===== src/rtl/rf_bypass_if.sv =====
// Decode-stage register file bus.
// Read addresses/data, writeback strobe and error flag.
interface rf_bypass_if;
  logic [2:0]  read1_reg;
  logic [2:0]  read2_reg;
  logic [2:0]  write_reg;
  logic [15:0] write_data;
  logic        write_en;
  logic [15:0] read1_data;
  logic [15:0] read2_data;
  logic        err;

  modport master (
    output read1_reg,
    output read2_reg,
    output write_reg,
    output write_data,
    output write_en,
    input  read1_data,
    input  read2_data,
    input  err
  );

  modport slave (
    input  read1_reg,
    input  read2_reg,
    input  write_reg,
    input  write_data,
    input  write_en,
    output read1_data,
    output read2_data,
    output err
  );
endinterface


===== src/rtl/rf_bypass.sv =====
// 8x16 register file, two comb read ports, one write port.
// Optional same-cycle writeback-to-read forwarding.
module reg16 (
  input  logic        clk,
  input  logic        rst,
  input  logic        w_en,
  input  logic [15:0] d,
  output logic [15:0] q
);
  // Recirculating enable register, cleared on reset.
  always_ff @(posedge clk) begin
    if (rst) begin
      q <= 16'h0000;
    end else begin
      q <= w_en ? d : q;
    end
  end
endmodule

module rf_bypass #(
  parameter int NUM_REGS = 8,
  parameter bit BYPASS   = 1'b1
) (
  input logic         clk,
  input logic         rst,
  rf_bypass_if.slave  bus
);
  logic [NUM_REGS-1:0] w_en;
  logic [15:0]         regs [NUM_REGS];
  logic [15:0]         stored1;
  logic [15:0]         stored2;
  logic                wr_live;
  logic                fwd1;
  logic                fwd2;

  // A write only lands when reset is low; reset wins.
  assign wr_live = bus.write_en & ~rst;

  // One-hot write decode: one enable per register.
  always_comb begin
    w_en = '0;
    if (wr_live) begin
      w_en[bus.write_reg] = 1'b1;
    end
  end

  for (genvar i = 0; i < NUM_REGS; i++) begin : g_reg
    reg16 u_reg (
      .clk  (clk),
      .rst  (rst),
      .w_en (w_en[i]),
      .d    (bus.write_data),
      .q    (regs[i])
    );
  end

  // Stored-value read muxes.
  always_comb begin
    stored1 = regs[bus.read1_reg];
    stored2 = regs[bus.read2_reg];
  end

  // Per-port forwarding compare, suppressed under reset.
  always_comb begin
    fwd1 = 1'b0;
    fwd2 = 1'b0;
    if (BYPASS && wr_live) begin
      fwd1 = (bus.write_reg == bus.read1_reg);
      fwd2 = (bus.write_reg == bus.read2_reg);
    end
  end

  // Final read data selection.
  always_comb begin
    bus.read1_data = fwd1 ? bus.write_data : stored1;
    bus.read2_data = fwd2 ? bus.write_data : stored2;
  end

  // Flag a writeback attempted while reset is asserted.
  always_ff @(posedge clk) begin
    if (rst) begin
      bus.err <= bus.write_en;
    end else begin
      bus.err <= 1'b0;
    end
  end
endmodule


===== src/flat_wrapper.sv =====
// flat-port wrapper written by rule: the top's interface ports become plain ports
module rf_bypass_flat 
#(
  parameter int NUM_REGS = 8,
  parameter bit BYPASS   = 1'b1
)
  (clk, rst, bus_read1_reg, bus_read2_reg, bus_write_reg, bus_write_data, bus_write_en, bus_read1_data, bus_read2_data, bus_err);
  rf_bypass_if bus_i ();
  input logic clk;
  input logic rst;
  input wire logic [$bits(bus_i.read1_reg)-1:0] bus_read1_reg;
  input wire logic [$bits(bus_i.read2_reg)-1:0] bus_read2_reg;
  input wire logic [$bits(bus_i.write_reg)-1:0] bus_write_reg;
  input wire logic [$bits(bus_i.write_data)-1:0] bus_write_data;
  input wire logic [$bits(bus_i.write_en)-1:0] bus_write_en;
  output wire logic [$bits(bus_i.read1_data)-1:0] bus_read1_data;
  output wire logic [$bits(bus_i.read2_data)-1:0] bus_read2_data;
  output wire logic [$bits(bus_i.err)-1:0] bus_err;
  assign bus_i.read1_reg = bus_read1_reg;
  assign bus_i.read2_reg = bus_read2_reg;
  assign bus_i.write_reg = bus_write_reg;
  assign bus_i.write_data = bus_write_data;
  assign bus_i.write_en = bus_write_en;
  assign bus_read1_data = bus_i.read1_data;
  assign bus_read2_data = bus_i.read2_data;
  assign bus_err = bus_i.err;
  rf_bypass #(.NUM_REGS(NUM_REGS), .BYPASS(BYPASS)) u_core (.clk(clk), .rst(rst), .bus(bus_i));
endmodule

===== config.mk =====
export PLATFORM = sky130hd
export DESIGN_NAME = rf_bypass_flat
export DESIGN_NICKNAME = d
export VERILOG_FILES = /design/src/rtl/rf_bypass_if.sv /design/src/rtl/rf_bypass.sv /design/src/flat_wrapper.sv
export SDC_FILE = /design/constraint.sdc
export NUM_CORES = 1
export LEC_CHECK = 0
export BUFFER_PORTS_ARGS = -buffer_cell sky130_fd_sc_hd__buf_2
export CAP_MARGIN = 5
export CELL_PAD_IN_SITES_DETAIL_PLACEMENT = 0
export CELL_PAD_IN_SITES_GLOBAL_PLACEMENT = 1
export CORE_ASPECT_RATIO = 0.6
export CORE_UTILIZATION = 40
export DETAILED_ROUTE_END_ITERATION = 12
export GPL_ROUTABILITY_DRIVEN = 0
export GPL_TIMING_DRIVEN = 0
export PLACE_DENSITY = 0.67
export SLEW_MARGIN = 30
export SYNTH_ARGS = -nofsm -noshare
export SYNTH_HDL_FRONTEND = slang
export SYNTH_SLANG_ARGS = --single-unit
export TNS_END_PERCENT = 5

===== constraint.sdc =====
create_clock -name clk -period 2.1 [get_ports clk]
set_input_delay 0.105 -clock clk [delete_from_list [all_inputs] [get_ports clk]]
set_output_delay 0.105 -clock clk [all_outputs]
set_load 0.02 [all_outputs]

==> out/metrics.yaml, run 1 <==
run_status:
  status: "complete, but fails checks"
  violations: "DRC, setup timing"
sta:
  period_needed_ps: 2110
  tightest_slew_ps: 806
  slew_violations: 0
  fin_setup_tns_ps: -6.21
  worst_slack_ps: -6.21
  whs_ps: 115
  clock.fmax_mhz: 475
  rsz0062_at_grt: "yes"
  fin_skew_ps: 0
  setup_viol: 1
  max_slew_margin: 0.463
  post-route-period-util: 1.00
  hold_viol: 0
die:
  die_x_um: 180
  die_h_um: 109
  core_mm2: 0.0183
  initial_core_util: 0.415
  pin_count: 61
  dieArea_mm2: 0.0196
  num_rows: 38
clock_tree:
  clk_pin_slew_ps: 60
  cts_tree: "done"
  cts_buffers: 17
  clk_path_buf_depth: 2
  cts_root_buf: "clkbuf_16"
  cts.sink_count: 129
  clock_insertion_delay_worst_skew_ps: 420
  htreeDepth: 4
place:
  post_dp_cell_area_mm2: 0.00806
  port_buffers: 34
  place_inst: 1047
  dpl.hpwl_mm: 20.9
  post-place-ws_ps: -274
detailed_routing:
  drtIter0Drc: 848
  wire_per_inst_um: 26.5
  firstDrtPassIters: 9
  viasPerCell: 6.41
  via_count: 6941
  postRouteAntennaNets: 0
  wl_mm: 28.7
  drc: 4
cells_and_area:
  antennaDiodeCount: 0
  layout-drive-gt1-share: 0.254
  final_cell_mix: "128 x nand3_1, 128 x o21ai_0, 128 x a21oi_1, 121 x dfxtp_1, 81 x clkbuf_1"
  synthToLayoutAreaGrowth_pct: 13.2
  fin_cells: 1083
  multi_input_area_mm2: 0.00434
  nFillCells: 1765
  seqCellArea_mm2: 0.00259
  fin_area_mm2: 0.00860
  finalCoreUtilization: 0.470
  nets: 858
power:
  power_mw: 6.43
  vdd_drop_max_uv: 551
  p_leak_nw: 3.01
  powerDensity_mw_per_mm2: 748
critical_path:
  worst-setup-path-type: "input port to output pin"
  r2r_cells: 2
  cp_max_fo: 10
  cp-start-kind: "input port"
  cp.arrival_ps: 2000
  cp-end-kind: "output pin"
  cp.required_ps: 2000
  rrSetupSlack_ps: 1350
logic_synthesis:
  synth_cells: 773
  ys_seq_elements: 129
  ys_seq_area_frac: 0.340
  synthDistinctLibCells: 25
  synth_area_mm2: 0.00759
  avgSynthCellArea_um2: 9.82
  syn-num-nets: 801
  ys_warn_count: 0
global_routing:
  grt_start_max_net_pins: 17
  gr-total-overflow: 0
  grt_first_pass_wirelength_mm: 42.9
  antenna_found_initial: 0
  grt_pass1_vias: 6820
  grt_usage: 0.302
run:
  drv_cap: 0
hold_path:
  min_path_cells: 3
  min_path_type: "input port to flip-flop"
-- cells in the mapped netlist --
library cell    n  area (um2)
mux2_2         54         608
nand4_1         2        12.5
buf_2           4        20.0
nor2_1          1        3.75
buf_6          12         135
nand3_1       128         641
mux4_1         59        1550
and2_1          2        12.5
nand3b_1        1        7.51
nand2_1         1        3.75
or3b_2          1        8.76
xnor2_1         6        52.6
nand2b_1        2        12.5
and3b_1         1        8.76
o21ai_0       128         641
nor2b_1         3        18.8
a21oi_1       128         641
dfxtp_1       129        2580
buf_4           1        7.51
clkbuf_1       88         330
or2_2           1        6.26
mux4_2          5         113
mux2_4         10         150
buf_1           5        18.8
nor3b_1         1        7.51
-- report_power, final --
part / leakage, nW / switching, mW / total, mW / internal, mW
Combinational: 1.68 / 0.505 / 0.731 / 0.226
Sequential: 1.05 / 0.0249 / 2.50 / 2.48
Clock: 0.291 / 1.23 / 3.19 / 1.97
-- worst max-delay path: stages --
cell and delay, ps:
clkbuf_1 390, buf_2 400, mux4_2 360, mux2_2 280, mux2_2 290, buf_4 170
-- final timing paths --
check | startpoint | to
min reg2reg | u_core.g_reg[3].u_reg.q[12] | u_core.g_reg[3].u_reg.q[12]
max reg2reg | u_core.g_reg[0].u_reg.q[7] | u_core.g_reg[0].u_reg.q[7]
min | bus_write_data[15] | u_core.g_reg[7].u_reg.q[15]
max | bus_read1_reg[1] | bus_read1_data[11]
-- timing repair --
item                       CTS  global route
hold endpoints to repair     1             0
setup endpoints to repair   30            28
setup buffers                1             2
pin swaps                    1             1
gates resized for setup     29            39
hold buffers                 1             0
-- area by class of cell --
cell class | instances | share of cell area
plain buffers | 110 | 0.0614
clock buffers | 20 | 0.0543
clock inverters | 12 | 0.0180
multi-input cells | 534 | 0.505
flip-flops and latches | 129 | 0.302
well taps | 240 | 0.0349
repair buffers | 38 | 0.0247
-- cell families after synthesis --
kind of cell | after synthesis | synth area share
AO/OA/AOI/OAI | 256 | 0.169
XOR/XNOR | 6 | 0.00692
buffers and inverters | 110 | 0.0674
flip-flops | 129 | 0.340
multiplexers | 128 | 0.319
AND/OR/NAND/NOR | 144 | 0.0979
-- layer usage --
layer	track usage	wire, um
met1	0.430	13200
met2	0.423	11600
met3	0.0929	3260
met4	0.116	628
met5	0	0
-- registers in the layout, indices dropped and copies added, names as in the netlist --
name and cells:
u_core.g.u_reg.q 128, u_core.bus.err 1
Power figures use the tool's default switching activity.
==> run 2: changes to the inputs <==
- PLACE_DENSITY: 0.67 -> unset
- PLACE_DENSITY_LB_ADDON: unset -> 0.1
==> out/metrics.yaml, run 2 (same netlist as run 1, synthesis figures left out) <==
critical_path:
  cp-end-kind: "output pin"  # unchanged
  crit_top_cell: "mux2_2"  # unchanged
  path_delay_family: "multiplexers"  # was buffers and inverters
  cp.required_ps: 2000  # about the same
  cp.arrival_ps: 1990  # was 2000 ps
  crit_chain: "mux4_1 > mux2_2 > mux2_2 > buf_2"  # was clkbuf_1 > buf_2 > mux4_2 > mux2_2 > mux2_2 > buf_4
  cp-start-kind: "flip-flop"  # was input port
  slowest_delay_ps: 500  # was 400 ps
  slowest_stage: "mux4_1"  # was buf_2
  worst-setup-path-type: "flip-flop to output pin"  # was input port to output pin
  cp_max_fo: 3  # was 10
  cp_num_buf_inv: 1  # was 3
power:
  combPwrFrac: 0.120  # was 0.114
  p_int_mw: 4.35  # was 4.67 mW
  p_leak_nw: 3.01  # about the same
  pwr-share-clk: 0.469  # was 0.497
  vdd_drop_max_uv: 529  # was 551 uV
  switching_power_mw: 1.74  # was 1.76 mW
  power_frac_seq: 0.411  # was 0.390
  swShare: 0.285  # was 0.273
  power_mw: 6.09  # was 6.43 mW
  powerDensity_mw_per_mm2: 714  # was 748 mW/mm2
global_routing:
  gr-total-overflow: 0  # unchanged
  grt_pass1_vias: 6758  # was 6820
  grt_start_max_net_pins: 17  # unchanged
  antenna_found_initial: 1  # was 0
  grt_first_pass_wirelength_mm: 42.6  # was 42.9 mm
  grt_usage: 0.303  # was 0.302
run_status:
  status: "complete, but fails checks"  # unchanged
  violations: "DRC"  # was DRC, setup timing
sta:
  hold_viol: 0  # unchanged
  post-route-period-util: 0.999  # was 1.00
  fin_setup_tns_ps: 0  # was -6.21 ps
  period_needed_ps: 2100  # was 2110 ps
  clock.fmax_mhz: 476  # was 475 MHz
  whs_ps: 123  # was 115 ps
  setup_viol: 0  # was 1
  rsz0062_at_grt: "yes"  # unchanged
  max_slew_margin: 0.451  # was 0.463
  slew_violations: 0  # unchanged
  worst_slack_ps: 1.12  # was -6.21 ps
  tightest_slew_ps: 823  # was 806 ps
  fin_skew_ps: 0  # unchanged
detailed_routing:
  drtIter0Drc: 911  # was 848
  firstDrtPassIters: 9  # unchanged
  wire_per_inst_um: 26.7  # was 26.5 um
  drc: 4  # unchanged
  wl_mm: 28.8  # was 28.7 mm
  postRouteAntennaNets: 0  # unchanged
  viasPerCell: 6.41  # about the same
  via_count: 6927  # was 6941
hold_path:
  min_path_type: "input port to flip-flop"  # unchanged
cells_and_area:
  layout-drive-gt1-share: 0.250  # was 0.254
  final_cell_mix: "128 x nand3_1, 128 x o21ai_0, 128 x a21oi_1, 118 x dfxtp_1, 81 x clkbuf_1"  # was 128 x nand3_1, 128 x o21ai_0, 128 x a21oi_1, 121 x dfxtp_1, 81 x clkbuf_1
  largest_register: "u_core.g.u_reg.q"  # unchanged
  antennaDiodeCount: 0  # unchanged
  largest_reg_flops: 128  # unchanged
  reg_top3: "u_core.g.u_reg.q x128, u_core.bus.err x1"  # unchanged
  synthToLayoutAreaGrowth_pct: 12.4  # was 13.2%
  nFillCells: 1744  # was 1765
  nets: 856  # was 858
clock_tree:
  clock_insertion_delay_worst_skew_ps: 420  # about the same
  cts_tree: "done"  # unchanged
  cts_root_buf: "clkbuf_16"  # unchanged
  cts_buffers: 17  # unchanged
  cts.sink_count: 129  # unchanged
  htreeDepth: 4  # unchanged
  clk_pin_slew_ps: 60  # about the same
  clk_path_buf_depth: 2  # unchanged
place:
  dpl.hpwl_mm: 21.1  # was 20.9 mm
  post-place-ws_ps: -284  # was -274 ps
  port_buffers: 34  # unchanged
die:
  num_rows: 38  # unchanged
  pin_count: 61  # unchanged
  die_h_um: 109  # unchanged
  die_x_um: 180  # unchanged
  core_mm2: 0.0183  # unchanged
  initial_core_util: 0.415  # unchanged
  dieArea_mm2: 0.0196  # unchanged
run:
  drv_cap: 0  # unchanged
==> run 2: cell types whose count changed in the layout (fill, tap and decap cells not counted), sizes merged <==
cell	delta
buf	-1
bufinv	-2
clkbuf	-3
clkinv	+5
clkinvlp	-1
inv	-1
==> run 2: layout make-up <==
cell class | count | area (um2) | area share
clock buffers | 18 | 439 | 0.0515
plain buffers | 110 | 529 | 0.0620
repair buffers | 36 | 195 | 0.0229
clock inverters | 13 | 115 | 0.0135
well taps | 240 | 300 | 0.0352
multi-input cells | 534 | 4360 | 0.511
flip-flops and latches | 129 | 2600 | 0.304
==> run 2: stage by stage <==
step / std cells / util / instance area (um2)
after floorplan: 773 / - / 7590
after global routing: 1080 / 0.466 / 8530
after CTS: 1080 / 0.468 / 8570
final: 1080 / 0.466 / 8530
after detailed placement: 1047 / 0.440 / 8060
after global placement: 1047 / 0.440 / 8060
==> run 2: worst reg2reg max path, cell delays in order (launching register included) <==
cell,delay [ps]
dfxtp_1,400
o21ai_0,120
a21oi_1,170
==> run 2: final timing paths <==
check / start / end / slack (ps) / cells past startpoint
min reg2reg: u_core.g_reg[4].u_reg.q[5] / u_core.g_reg[4].u_reg.q[5] / 480 / 2
max: u_core.g_reg[6].u_reg.q[14] / bus_read1_data[14] / 1 / 4
max reg2reg: u_core.g_reg[0].u_reg.q[8] / u_core.g_reg[0].u_reg.q[8] / 1340 / 2
min: bus_write_data[15] / u_core.g_reg[4].u_reg.q[15] / 120 / 3
==> run 2: per-layer routing <==
layer	part of all wire	up-vias	GRT usage	wire length, um
li1	-	3029	-	-
met1	0.46	3441	0.440	13300
met2	0.42	405	0.438	12000
met3	0.097	50	0.0651	2790
met4	0.026	2	0.121	736
met5	0.00045	-	0	13
==> run 2: what timing repair did <==
| item | 4_1_cts | 5_1_grt |
|---|---|---|
| setup endpoints to repair | 30 | 30 |
| hold endpoints to repair | 1 | 0 |
| setup buffers | 1 | 0 |
| pin swaps | 2 | 0 |
| gates resized for setup | 28 | 37 |
| hold buffers | 1 | 0 |
==> run 2: power by group through the flow <==
| stage | Combinational [mW] | Clock (mW) | Sequential (mW) |
|---|---|---|---|
| floorplan | 0.450 | 0 | 2.55 |
| global placement | 0.685 | 0 | 2.55 |
| detailed placement | 0.697 | 0 | 2.56 |
| CTS | 0.709 | 2.87 | 2.50 |
| global route | 0.768 | 2.99 | 2.51 |
| finish | 0.728 | 2.86 | 2.50 |
==> run 3: changes to the inputs <==
- clock period: 2.1 -> 2.2 ns (I/O delays scaled with it)
==> out/metrics.yaml, run 3 (same netlist as run 1, synthesis figures left out) <==
critical_path:
  rrSetupSlack_ps: 1430  # was 1340 ps
  cp_num_buf_inv: 3  # was 1
  crit_chain: "clkbuf_1 > clkbuf_2 > mux4_1 > mux2_2 > mux2_2 > buf_2"  # was mux4_1 > mux2_2 > mux2_2 > buf_2
  slowest_delay_ps: 420  # was 500 ps
  cp-start-kind: "input port"  # was flip-flop
  r2r_cells: 2  # unchanged
  cp-end-kind: "output pin"  # unchanged
  cp_max_fo: 10  # was 3
  cp.arrival_ps: 2070  # was 1990 ps
  reg2reg_to: "u_core.g_reg[4].u_reg.q[10]"  # was u_core.g_reg[0].u_reg.q[8]
  worst-setup-path-type: "input port to output pin"  # was flip-flop to output pin
  r2r-start: "u_core.g_reg[4].u_reg.q[10]"  # was u_core.g_reg[0].u_reg.q[8]
  path_delay_family: "buffers and inverters"  # was multiplexers
  cp.required_ps: 2090  # was 2000 ps
  slowest_stage: "clkbuf_2"  # was mux4_1
  crit_top_cell: "mux2_2"  # unchanged
run_status:
  violations: "DRC"  # unchanged
  status: "complete, but fails checks"  # unchanged
clock_tree:
  cts_root_buf: "clkbuf_16"  # unchanged
  cts_buffers: 17  # unchanged
  clk_path_buf_depth: 2  # unchanged
  clock_insertion_delay_worst_skew_ps: 420  # about the same
  clk_pin_slew_ps: 60  # about the same
  cts_tree: "done"  # unchanged
  htreeDepth: 4  # unchanged
  cts.sink_count: 129  # unchanged
die:
  die_x_um: 180  # unchanged
  initial_core_util: 0.415  # unchanged
  num_rows: 38  # unchanged
  dieArea_mm2: 0.0196  # unchanged
  pin_count: 61  # unchanged
  core_mm2: 0.0183  # unchanged
  die_h_um: 109  # unchanged
sta:
  slew_violations: 0  # unchanged
  post-route-period-util: 0.992
  period_needed_ps: 2180
  fin_skew_ps: 0  # unchanged
  setup_viol: 0  # unchanged
  worst_slack_ps: 16.7  # was 1.12 ps
  hold_viol: 0  # unchanged
  max_slew_margin: 0.466  # was 0.451
  rsz0062_at_grt: "yes"  # unchanged
  tightest_slew_ps: 802  # was 823 ps
  clock.fmax_mhz: 458
cells_and_area:
  finalCoreUtilization: 0.473  # was 0.466
  largest_reg_flops: 128  # unchanged
  fin_cells: 1081  # was 1080
  fin_area_mm2: 0.00865  # was 0.00853 mm2
  multi_input_area_mm2: 0.00450  # was 0.00436 mm2
  antennaDiodeCount: 0  # unchanged
  synthToLayoutAreaGrowth_pct: 13.9  # was 12.4%
  final_common_cell: "dfxtp_1"
  final_cell_mix: "129 x dfxtp_1, 128 x nand3_1, 128 x o21ai_0, 128 x a21oi_1, 82 x clkbuf_1"  # was 128 x nand3_1, 128 x o21ai_0, 128 x a21oi_1, 118 x dfxtp_1, 81 x clkbuf_1
  largest_register: "u_core.g.u_reg.q"  # unchanged
  layout-drive-gt1-share: 0.191  # was 0.250
  nFillCells: 1727  # was 1744
  nets: 857  # was 856
  reg_top3: "u_core.g.u_reg.q x128, u_core.bus.err x1"  # unchanged
  seqCellArea_mm2: 0.00258  # was 0.00260 mm2
global_routing:
  grt_pass1_vias: 6738  # was 6758
  grt_start_max_net_pins: 17  # unchanged
  gr-total-overflow: 0  # unchanged
  antenna_found_initial: 1  # unchanged
  grt_first_pass_wirelength_mm: 42.5  # was 42.6 mm
  grt_usage: 0.302  # was 0.303
detailed_routing:
  postRouteAntennaNets: 0  # unchanged
  wl_mm: 28.8  # about the same
  drc: 4  # unchanged
  drtIter0Drc: 808  # was 911
  viasPerCell: 6.47  # was 6.41
  via_count: 6989  # was 6927
  wire_per_inst_um: 26.6  # was 26.7 um
  firstDrtPassIters: 9  # unchanged
hold_path:
  worstHoldStart: "bus_write_data[13]"  # was bus_write_data[15]
  min_path_cells: 3  # unchanged
  min_to: "u_core.g_reg[3].u_reg.q[13]"  # was u_core.g_reg[4].u_reg.q[15]
  min_path_type: "input port to flip-flop"  # unchanged
place:
  place_inst: 1047  # unchanged
  post-place-ws_ps: -194  # was -284 ps
  post_dp_cell_area_mm2: 0.00806  # unchanged
  port_buffers: 34  # unchanged
  dpl.hpwl_mm: 21.1  # unchanged
power:
  vdd_drop_max_uv: 501  # was 529 uV
  power_mw: 5.80  # was 6.09 mW
  p_leak_nw: 3.28  # was 3.01 nW
  powerDensity_mw_per_mm2: 671  # was 714 mW/mm2
run:
  drv_cap: 0  # unchanged
## run 3: changes by cell type in the layout (fill, tap and decap cells not counted), moves of 2 or more
cell and change:
mux4_1 +38, mux4_2 -38, dfxtp_1 +11, dfxtp_2 -11
clkbuf_2 +3, clkbuf_4 -2
## run 3: worst reg2reg max path, stage by stage (launching register included)
cell and delay, ps:
dfxtp_1 400, o21ai_0 110, a21oi_1 180
## run 3: layout make-up
| type | instances | area share |
|---|---|---|
| Sequential cell | 129 | 0.299 |
| Clock buffer | 18 | 0.0508 |
| Timing Repair Buffer | 37 | 0.0226 |
| Buffer | 110 | 0.0600 |
| Multi-Input combinational cell | 534 | 0.520 |
| Tap cell | 240 | 0.0347 |
| Clock inverter | 13 | 0.0133 |
## run 3: routing by layer
layer  vias up  global-route usage  share of wire  routed length (um)
met5         -                   0        0.00042                  12
met4         2               0.124          0.027                 777
met3        53              0.0668          0.098                2820
met2       421               0.437           0.41               11800
met1      3441               0.435           0.46               13400
li1       3072                   -              -                   -
## run 3: power by group
part,leakage [nW],internal (mW),switching [mW]
combinational,1.97,0.209,0.478
clock,0.264,1.57,1.15
sequential,1.04,2.37,0.0215
## run 3: how the worst max path moves through the flow
stage | cells past startpoint | endpoint | slack [ps] | startpoint
after floorplan | 5 | bus_read2_data[5] | 540 | bus_read2_reg[1]
after global placement | 6 | bus_read2_data[4] | -150 | bus_read2_reg[1]
after detailed placement | 6 | bus_read2_data[4] | -190 | bus_read2_reg[1]
final | 6 | bus_read2_data[4] | 20 | bus_read2_reg[1]
after global routing | 6 | bus_read2_data[14] | -30 | bus_read2_reg[1]
after CTS | 6 | bus_read1_data[11] | 10 | bus_read1_reg[1]
## run 3: repair_timing
action	4_1_cts	5_1_grt
pin swaps	1	0
hold buffers	1	0
setup endpoints to repair	30	19
setup buffers	0	2
hold endpoints to repair	1	0
resized for setup	6	0
## run 3: per-stage QoR
step / setup TNS [ps] / hold WS [ps]
global placement: -2910 / 375
floorplan: 0 / 232
global route: -99.7 / 151
detailed placement: -3780 / 392
CTS: 0 / 123
finish: 0 / 126
